### config.mk
export PLATFORM = sky130hd
export DESIGN_NAME = regfile_dump
export DESIGN_NICKNAME = d
export VERILOG_FILES = /design/src/rtl/regfile_dump.sv
export SDC_FILE = /design/constraint.sdc
export NUM_CORES = 1
export LEC_CHECK = 0
export CAP_MARGIN = 30
export CORE_ASPECT_RATIO = 1.25
export CORE_MARGIN = 2
export CORE_UTILIZATION = 30
export CTS_BUF_LIST = sky130_fd_sc_hd__clkbuf_8
export DETAILED_ROUTE_END_ITERATION = 8
export MAX_ROUTING_LAYER = met4
export PLACE_DENSITY = 0.54
export SETUP_SLACK_MARGIN = 0.02
export SLEW_MARGIN = 20
export SYNTH_ARGS = -nofsm -noshare
export SYNTH_HDL_FRONTEND = slang
export SYNTH_SLANG_ARGS = --single-unit
### constraint.sdc
create_clock -name clk -period 3.15 [get_ports clk]
set_input_delay 0.63 -clock clk [delete_from_list [all_inputs] [get_ports clk]]
set_output_delay 0.63 -clock clk [all_outputs]
set_load 0.02 [all_outputs]
### src/rtl/regfile_dump.sv
// regfile_dump: walks a register file through its combinational read port
// and streams every register out as a valid/ready beat, one word per two
// cycles when the consumer never stalls.
// Optional feature: define REGFILE_DUMP_CHECKSUM_EN to append one extra beat
// carrying the XOR of all dumped words (out_addr=0, out_last=1).
module regfile_dump #(
    parameter int NREGS = 32,
    parameter int AW    = 5,
    parameter int DW    = 32
) (
    input  logic          clk,
    input  logic          reset_n,
    input  logic          start,
    output logic [AW-1:0] ra,
    input  logic [DW-1:0] rd,
    output logic [DW-1:0] out_data,
    output logic [AW-1:0] out_addr,
    output logic          out_valid,
    input  logic          out_ready,
    output logic          out_last,
    output logic          busy,
    output logic          done
);

    typedef enum logic [2:0] {
        ST_IDLE = 3'd0,
        ST_READ = 3'd1,
        ST_SEND = 3'd2,
`ifdef REGFILE_DUMP_CHECKSUM_EN
        ST_CSUM = 3'd3,
`endif
        ST_FIN  = 3'd4
    } state_t;

    localparam logic [AW-1:0] LAST_ADDR = AW'(NREGS - 1);

`ifdef REGFILE_DUMP_CHECKSUM_EN
    // With a checksum beat following, the last register is never the final beat.
    localparam logic LAST_ON_REG = 1'b0;
`else
    localparam logic LAST_ON_REG = 1'b1;
`endif

    state_t        state_r;
    logic [AW-1:0] addr_r;
    logic [AW-1:0] ra_r;
    logic [DW-1:0] out_data_r;
    logic [AW-1:0] out_addr_r;
    logic          out_valid_r;
    logic          out_last_r;
    logic          busy_r;
    logic          done_r;
`ifdef REGFILE_DUMP_CHECKSUM_EN
    logic [DW-1:0] csum_r;
`endif

    assign ra        = ra_r;
    assign out_data  = out_data_r;
    assign out_addr  = out_addr_r;
    assign out_valid = out_valid_r;
    assign out_last  = out_last_r;
    assign busy      = busy_r;
    assign done      = done_r;

    // Dump sequencer: every output is a register updated together with the state,
    // so ra/busy/done are set on the edge that enters the state they describe.
    always_ff @(posedge clk or negedge reset_n) begin
        if (!reset_n) begin
            state_r     <= ST_IDLE;
            addr_r      <= {AW{1'b0}};
            ra_r        <= {AW{1'b0}};
            out_data_r  <= {DW{1'b0}};
            out_addr_r  <= {AW{1'b0}};
            out_valid_r <= 1'b0;
            out_last_r  <= 1'b0;
            busy_r      <= 1'b0;
            done_r      <= 1'b0;
`ifdef REGFILE_DUMP_CHECKSUM_EN
            csum_r      <= {DW{1'b0}};
`endif
        end else begin
            case (state_r)
                ST_IDLE: begin
                    done_r <= 1'b0;
                    if (start) begin
                        addr_r  <= {AW{1'b0}};
                        ra_r    <= {AW{1'b0}};
                        busy_r  <= 1'b1;
`ifdef REGFILE_DUMP_CHECKSUM_EN
                        csum_r  <= {DW{1'b0}};
`endif
                        state_r <= ST_READ;
                    end else begin
                        busy_r  <= 1'b0;
                        state_r <= ST_IDLE;
                    end
                end
                ST_READ: begin
                    // rd is combinational from ra, which holds addr_r in this state.
                    out_data_r  <= rd;
                    out_addr_r  <= addr_r;
                    out_valid_r <= 1'b1;
                    out_last_r  <= LAST_ON_REG & (addr_r == LAST_ADDR);
`ifdef REGFILE_DUMP_CHECKSUM_EN
                    csum_r      <= csum_r ^ rd;
`endif
                    ra_r        <= {AW{1'b0}};
                    state_r     <= ST_SEND;
                end
                ST_SEND: begin
                    if (out_valid_r && out_ready) begin
                        out_valid_r <= 1'b0;
                        out_last_r  <= 1'b0;
                        if (addr_r != LAST_ADDR) begin
                            addr_r  <= addr_r + AW'(1);
                            ra_r    <= addr_r + AW'(1);
                            state_r <= ST_READ;
                        end else begin
`ifdef REGFILE_DUMP_CHECKSUM_EN
                            state_r <= ST_CSUM;
`else
                            done_r  <= 1'b1;
                            state_r <= ST_FIN;
`endif
                        end
                    end else begin
                        state_r <= ST_SEND;
                    end
                end
`ifdef REGFILE_DUMP_CHECKSUM_EN
                ST_CSUM: begin
                    // First cycle loads the checksum beat, then it is held until accepted.
                    if (!out_valid_r) begin
                        out_data_r  <= csum_r;
                        out_addr_r  <= {AW{1'b0}};
                        out_last_r  <= 1'b1;
                        out_valid_r <= 1'b1;
                        state_r     <= ST_CSUM;
                    end else if (out_ready) begin
                        out_valid_r <= 1'b0;
                        out_last_r  <= 1'b0;
                        done_r      <= 1'b1;
                        state_r     <= ST_FIN;
                    end else begin
                        state_r     <= ST_CSUM;
                    end
                end
`endif
                ST_FIN: begin
                    done_r  <= 1'b0;
                    busy_r  <= 1'b0;
                    state_r <= ST_IDLE;
                end
                default: begin
                    out_valid_r <= 1'b0;
                    out_last_r  <= 1'b0;
                    ra_r        <= {AW{1'b0}};
                    busy_r      <= 1'b0;
                    done_r      <= 1'b0;
                    state_r     <= ST_IDLE;
                end
            endcase
        end
    end

endmodule

==> results of run 1 <==
power by group through the flow:
stage | Clock (mW) | Combinational [mW] | Sequential [mW]
after floorplan | 0 | 0.836 | 1.47
after global placement | 0 | 1.73 | 1.19
after detailed placement | 0 | 1.74 | 1.20
after CTS | 0.423 | 1.75 | 1.18
after global routing | 0.449 | 1.83 | 1.23
final | 0.398 | 1.72 | 1.18
per-layer routing:
metal  vias up  global-route usage, %
met5         -                      -
met4         0                  3.175
met3         6                  3.492
met2        52                  18.31
met1       782                  15.84
li1        737                      -
state kept, by name, summed over array words and instances (netlist names):
name       flops
addr_r         5
busy           1
done           1
out_addr       5
out_data      32
out_last       1
out_valid      1
ra             5
state_r        3
logic make-up (layout without fill, tap and decap cells):
| kind of cell | Yosys count | in the layout | share of synthesized area, % |
|---|---|---|---|
| buf+inv | 12 | 96 | 4.541 |
| xor+xnor | 3 | 3 | 1.084 |
| simple gates | 28 | 28 | 6.709 |
| compound gates | 24 | 24 | 7.585 |
| flops | 54 | 54 | 55.73 |
| mux | 38 | 38 | 23.32 |
| fa+ha+maj | 2 | 2 | 1.032 |
worst paths after layout:
check | start | endpoint | slack (ns) | depth (start not counted)
setup reg to reg | addr_r[0] | addr_r[3] | 1.06 | 6
hold / removal | reset_n | out_data[23] | 0.45 | 2
min in group clk | ra[0] | ra[0] | 0.51 | 1
max in group asynchronous | reset_n | out_data[0] | 2.24 | 2
hold reg to reg | ra[0] | ra[0] | 0.51 | 1
setup / recovery | addr_r[0] | addr_r[3] | 1.06 | 6
cells in the mapped netlist (all sizes together), types with 2 or more instances:
cell type | count | area share [%]
dfrtp | 54 | 56
mux2 | 37 | 23
nor2 | 7 | 1.1
buf | 6 | 3.6
inv | 5 | 0.77
o21ai | 5 | 1.0
a22o | 4 | 1.4
nand2 | 4 | 0.62
nand3 | 4 | 0.83
o211ai | 3 | 0.93
a21oi | 2 | 0.41
a221o | 2 | 0.83
a31oi | 2 | 0.52
and3b | 2 | 0.72
ha | 2 | 1.0
nand2b | 2 | 0.83
o2bb2ai | 2 | 0.98
or2 | 2 | 0.52
or3b | 2 | 0.72
xor2 | 2 | 0.72
metrics by stage:
| stage | utilization (%) | hold WS, ns | worst slack, ns |
|---|---|---|---|
| after CTS | 43.09 | 0.4723 | 1.051 |
| after floorplan | - | 0.3344 | 1.247 |
| after detailed placement | 41.92 | 0.4821 | 1.067 |
| after global placement | 41.92 | 0.4854 | 1.092 |
| after global routing | 43.09 | 0.5051 | 0.9482 |
| final | 43.09 | 0.4460 | 1.056 |
layout make-up:
class	count	area [µm²]	area share [%]
clock buffers	6	82.58	2.445
repair buffers	83	833.3	24.68
clock inverters	2	8.758	0.2594
multi-input cells	95	963.4	28.53
well taps	95	118.9	3.520
flip-flops and latches	54	1351	40.01
inverters	5	18.77	0.5558
==> impl_metrics.tcl, run 1 <==
set metrics [dict create \
    power_frac_clock_pct 12.0 \
    n_antenna_cell 0 \
    fmax_ghz 0.4776 \
    synth_edf_count 0 \
    max-slew-margin-rel_pct 53.93 \
    start_kind "flop" \
    dr_wl_met2_mm 2.363 \
    crit_fanout 7 \
    port_buffers 81 \
    grt_pass1_wl_mm 8.293 \
    rsz0062_at_grt "false" \
    status "finished clean" \
    p_sw_share_pct 35.37 \
    post-route-period-util_pct 66.48 \
    synth_cell_types 37 \
    critPathArrivalTime_ns 2.29 \
    avgSynthCellArea_um2 15.06 \
    start_util_pct 30.94 \
    maxUsedRoutingLayer "met4" \
    path_buf_inv 0 \
    netlist_area_um2 2425 \
    ys_warn_count 0 \
    postRouteAntennaNets 0 \
    layout_commonest_cell "clkdlybuf4s50_1" \
    period_needed_ns 2.094 \
    overflow 0 \
    critPathMaxStageDelay_ns 0.46 \
    sequentialPowerShare_pct 35.8 \
    drive_above_1_share_pct 21.63 \
    worst_pin_slew_ns 0.6911 \
    die_h_um 104.5 \
    ys_seq_area_share_pct 55.73 \
    gp_congestion 0.7917 \
    wire_per_inst_um 14.76 \
    drv_slew 0 \
    ys_seq_elements 54 \
    htree_levels 2 \
    post-cts-setup-buffer-count 0 \
    cp.required_ns 3.34 \
    row_count 36 \
    worstSkewPairLatency_ns 0.30 \
    cts-buffers-inserted 5 \
    vias_per_cell 4.638 \
    die_w_um 84.41 \
    final_cells 340 \
    final_cell_mix "clkdlybuf4s50_1, dfrtp_1, mux2_4" \
    finalHoldViolCount 0 \
    async_reset_ff_share_pct 100.0 \
    clockBufferDepth 2 \
    cts_tree "built" \
    syn_nets 199 \
    power_frac_comb_pct 52.2 \
    power_density_nw_per_um2 978.4 \
    root_buffer "clkbuf_8" \
    numClockSinks 54 \
    setup_tns_ns 0 \
    internal_power_mw 2.135 \
    hp-class "input pin to async pin" \
    drc 0 \
    grt_pass1_vias 1668 \
    grt.total_usage_pct 12.04 \
    finClkSkew_ns 0.005894 \
    place_hpwl_mm 3.402 \
    crit_path_frequent_cell "ha_1" \
    ys.flop_type "dfrtp_1" \
    dr.pass1.iters 4 \
    synthCells 161 \
    die_area_um2 8822 \
    coreArea_um2 7838 \
    io_pins 82 \
    vdd_drop_max_uv 419.8 \
    met1_length_mm 2.345 \
    p_total_mw 3.304 \
    dp_cells 332 \
    final_net_count 282 \
    hold_buffers 0 \
    dpl_cell_area_um2 3286 \
    ctsResizeCount 0 \
    vias 1577 \
    p_sw_mw 1.169 \
    fillCellCount 751 \
    max_cap_viol_count 0 \
    grt_max_degree 55 \
    wl_met3_um 256 \
    crit_family "compound AO/OA/AOI/OAI gates" \
    fin_area_um2 3377 \
    drtIter0Drc 23 \
    setup_viol 0 \
    critPathKind "flop to flop" \
    drt-total-wl_mm 5.020 \
    area_delta_synth_final_pct 39.27 \
    crit_chain "ha_1 -> and3_1 -> ha_1 -> nand3b_1 -> o211a_1 -> a221o_1" \
    path_clk_slew_ns 0.10 \
    cp_slowest_cell "dfrtp_1" \
    cp-end-kind "flop" \
    antenna_found_initial 0 \
    leakage_nw 1.568 \
]
Note: power is estimated with default switching activity, not from simulation.
==> run 2, diff against run 1 <==
- clock period: 3.15 -> 2.14 ns (I/O delays scaled with it)
==> run 2 against run 1 <==
Worst hold slack worse by 0.35 ns. Sequential power rose by 43%. Worst setup slack worse by 0.82 ns. Power increased by 52%. Via count about the same. Global-route usage up 0.52 points.
==> impl_metrics.tcl, run 2 (synthesis results as in run 1) <==
set metrics [dict create \
    status "finished clean" \
    crit_path_frequent_cell "ha_1" \
    overflow 0 \
    rsz0062_at_grt "false" \
    critPathKind "flop to flop" \
    drtIter0Drc 54 \
    n_antenna_cell 0 \
    grt_pass1_wl_mm 8.618 \
    cp-end-kind "flop" \
    cp.required_ns 2.39 \
    hold_buffers 0 \
    setup_viol 0 \
    critPathMaxStageDelay_ns 0.43 \
    drt-total-wl_mm 5.227 \
    die_w_um 84.41 \
    area_delta_synth_final_pct 41.90 \
    clockBufferDepth 2 \
    crit_fanout 5 \
    worst_slack_ns 0.2357 \
    largest_reg_flops 32 \
    vias 1578 \
    grt_pass1_vias 1669 \
    crit_chain "ha_1 -> and3_1 -> ha_1 -> nand3b_1 -> buf_4 -> nor2_1 -> a22o_1" \
    finalHoldViolCount 0 \
    grt_max_degree 55 \
    power_density_nw_per_um2 1456 \
    worstSkewPairLatency_ns 0.30 \
    vias_per_cell 4.561 \
    antenna_found_initial 0 \
    numClockSinks 54 \
    postRouteAntennaNets 0 \
    post-route-period-util_pct 88.99 \
    post-cts-setup-buffer-count 0 \
    row_count 36 \
    die_h_um 104.5 \
    final_net_count 288 \
    finClkSkew_ns 0.004801 \
    root_buffer "clkbuf_8" \
    drive_above_1_share_pct 23.51 \
    max-slew-margin-rel_pct 67.05 \
    hp-class "input pin to async pin" \
    critPathArrivalTime_ns 2.15 \
    final_cell_mix "clkdlybuf4s50_1, dfrtp_1, mux2_4" \
    leakage_nw 1.600 \
    place_hpwl_mm 3.565 \
    wire_per_inst_um 15.11 \
    cp_slowest_cell "dfrtp_1" \
    drv_slew 0 \
    path_clk_slew_ns 0.10 \
    fmax_ghz 0.5251 \
    cts-buffers-inserted 5 \
    layout_commonest_cell "clkdlybuf4s50_1" \
    start_kind "flop" \
    io_pins 82 \
    dp_cells 338 \
    worst_pin_slew_ns 0.4943 \
    max_cap_viol_count 0 \
    dr.pass1.iters 4 \
    period_needed_ns 1.904 \
    start_util_pct 30.94 \
    htree_levels 2 \
    coreArea_um2 7838 \
    ctsResizeCount 0 \
    die_area_um2 8822 \
    grt.total_usage_pct 12.56 \
    final_cells 346 \
    port_buffers 81 \
    vdd_drop_max_uv 646.1 \
    setup_tns_ns 0 \
    post-place-ws_ns 0.2459 \
    drc 0 \
    cts_tree "built" \
    gp_congestion 0.7560 \
]
[run 2: cell types whose count changed in the layout (fill, tap and decap cells not counted)]
cell        previous run  this run
buf_4                  1         7
bufinv_16              0         1
clkbuf_8               6         5
clkinv_2               1         0
clkinvlp_4             0         1
[run 2: area by class of cell]
type | instances | area, µm²
fillers | 756 | 4397
clock inverters | 3 | 41.29
inverters | 5 | 18.77
repair buffers | 89 | 878.3
well taps | 95 | 118.9
multi-input cells | 95 | 963.4
flip-flops and latches | 54 | 1351
clock buffers | 5 | 68.82
[run 2: final timing paths]
| check | slack (ns) | start | cells past startpoint | to |
|---|---|---|---|---|
| worst max-delay path | 0.24 | addr_r[1] | 7 | ra[1] |
| worst min-delay path | 0.09 | reset_n | 2 | out_data[26] |
| worst max register to register | 0.24 | addr_r[1] | 7 | ra[1] |
| worst min register to register | 0.52 | out_data[19] | 1 | out_data[19] |
| max in group asynchronous | 1.79 | reset_n | 2 | done |
| min in group clk | 0.52 | out_data[19] | 1 | out_data[19] |
[run 2: per-layer routing]
metal,GRT usage (%),part of all wire [%]
met1,17.20,46
met4,3.401,1.1
met2,18.59,47
met5,-,0
met3,3.175,5.4
[run 2: stage by stage]
step	utilization (%)	power [mW]	hold slack, ns	cell area, µm²
final	43.90	5.011	0.09300	3441
after global routing	43.90	5.320	0.1011	3441
after CTS	43.90	5.089	0.1074	3441
after detailed placement	42.50	4.369	0.4541	3331
after global placement	42.50	4.353	0.4553	3331
after floorplan	-	3.390	0.1324	2425
[run 2: report_power, final]
group | switching, mW | internal (mW)
Combinational | 1.15 | 1.48
Sequential | 0.260 | 1.43
Clock | 0.339 | 0.345
[run 2: critical path, delay by kind of cell, from the launching register on]
kind                       cells  cell delay (ns)
DFF                            1             0.43
buffers and inverters          1             0.17
AOI/OAI and AO/OA              1             0.17
adders and majority gates      2             0.47
and+or+nand+nor                3             0.61
==> run 3, diff against run 2 <==
- CORE_UTILIZATION: 30 -> 42
- PLACE_DENSITY: 0.54 -> 0.75
- clock period: 2.14 -> 1.67 ns (I/O delays scaled with it)
==> run 3 against run 2 <==
Non-clock buffer count increased by 11. Critical path depth decreased by 1. Sequential power rose by 27%. Count of clock-buffer cells in the layout did not move. Register-to-register slack lost 0.25 ns. Global-route usage is 4.8 points higher. Clock skew fell by 0.0016 ns. Die area fell by 27%. The run now ends with negative setup slack left. Flip-flop and latch count stayed put. Power increased by 30%.
==> impl_metrics.tcl, run 3 (synthesis results as in run 1) <==
set metrics [dict create \
    worstSkewPairLatency_ns 0.30 \
    grt.total_usage_pct 17.41 \
    wire_per_inst_um 15.92 \
    grt_pass1_wl_mm 8.335 \
    drtIter0Drc 51 \
    grt_pass1_vias 1639 \
    drt-total-wl_mm 5.191 \
    die_h_um 88.95 \
    die_area_um2 6401 \
    final_cell_mix "clkdlybuf4s50_1, dfrtp_1, mux2_4" \
    io_pins 82 \
    final_net_count 299 \
    area_delta_synth_final_pct 48.09 \
    cp_slowest_cell "dfrtp_2" \
    antenna_found_initial 0 \
    cp-end-kind "flop" \
    max_cap_viol_count 0 \
    start_kind "flop" \
    numClockSinks 54 \
    rsz0062_at_grt "true" \
    reg2reg_slack_ns -0.01 \
    setup_tns_ns -0.01043 \
    vdd_drop_max_uv 894.8 \
    p_total_mw 6.518 \
    cts_tree "built" \
    overflow 0 \
    die_w_um 71.96 \
    postRouteAntennaNets 0 \
    crit_chain "ha_4 -> and3_4 -> ha_4 -> nand3b_1 -> o211a_1 -> a221o_1" \
    drive_above_1_share_pct 28.63 \
    cts-buffers-inserted 5 \
    fmax_ghz 0.5951 \
    worst_pin_slew_ns 0.4904 \
    place_hpwl_mm 3.726 \
    htree_levels 2 \
    setup_viol 1 \
    critPathKind "flop to flop" \
    worst_slack_ns -0.01043 \
    cp.required_ns 1.86 \
    status "finished with violations" \
    leakage_nw 1.869 \
    final_cells 326 \
    row_count 30 \
    drv_slew 0 \
    dp_cells 317 \
    root_buffer "clkbuf_8" \
    hold_ws_ns 0.5019 \
    crit_fanout 3 \
    start_util_pct 43.95 \
    critPathMaxStageDelay_ns 0.44 \
    port_buffers 81 \
    largest_reg_flops 32 \
    post-route-period-util_pct 100.6 \
    violations "negative setup slack" \
    layout_commonest_cell "clkdlybuf4s50_1" \
    vias_per_cell 5.028 \
    drc 0 \
    crit_path_frequent_cell "ha_4" \
    period_needed_ns 1.680 \
    grt_max_degree 36 \
    finalHoldViolCount 0 \
    dr.pass1.iters 4 \
    post-cts-setup-buffer-count 0 \
    coreArea_um2 5518 \
    max-slew-margin-rel_pct 67.30 \
    n_antenna_cell 0 \
    path_clk_slew_ns 0.09 \
    vias 1639 \
    hp-class "flop to flop" \
    gp_congestion 0.8313 \
    clockBufferDepth 2 \
    critPathArrivalTime_ns 1.87 \
    finClkSkew_ns 0.003160 \
    power_density_nw_per_um2 1815 \
]
## run 3: report_power, final
part | switching [mW] | internal [mW]
clock network | 0.409 | 0.437
registers | 0.311 | 1.84
logic | 1.55 | 1.97
## run 3: final timing paths
| check | startpoint | end | cells past startpoint |
|---|---|---|---|
| max | addr_r[0] | addr_r[3] | 6 |
| min | ra[0] | ra[0] | 1 |
| max reg2reg | addr_r[0] | addr_r[3] | 6 |
| min reg2reg | ra[0] | ra[0] | 1 |
| max in group asynchronous | reset_n | addr_r[0] | 3 |
| min in group asynchronous | reset_n | out_data[22] | 2 |
## run 3: what timing repair did
action,in CTS,in global routing
endpoints found under the hold margin,8,0
pin swaps,3,1
resized for setup,5,20
setup endpoints to repair,12,46
hold buffers,1,0
## run 3: per-layer routing
layer	vias up	track usage, %	part of all wire, %	wire (µm)
met1	802	22.63	44	2277
met2	57	27.53	50	2570
li1	772	-	-	-
met3	8	3.608	4.9	255
met5	-	-	0	0
met4	0	5.660	1.7	88
## run 3: per-stage QoR
| stage | util (%) | cell area, µm² | worst slack, ns |
|---|---|---|---|
| 2_1_floorplan | - | 2474 | -0.09933 |
| 4_1_cts | 64.08 | 3536 | -0.01505 |
| 5_1_grt | 65.08 | 3591 | -0.06405 |
| 3_3_place_gp | 61.90 | 3416 | 0.04155 |
| 6_report | 65.08 | 3591 | -0.01043 |
| 3_5_place_dp | 61.90 | 3416 | -0.03316 |
## run 3: worst max-delay path: cells and delay by family, from the launching register on
family / cells / cell delay (ns)
flops: 1 / 0.44
compound gates: 2 / 0.49
fa+ha+maj: 2 / 0.32
simple gates: 2 / 0.33
## run 3: final cells by class
cell class	count	area, µm²
inverter	5	18.77
sequential	54	1353
clock buffer	5	68.82
clock inverter	3	37.54
multi-input combinational	95	1018
tap	64	80.08
timing repair buffer	100	1015
fill	457	1927
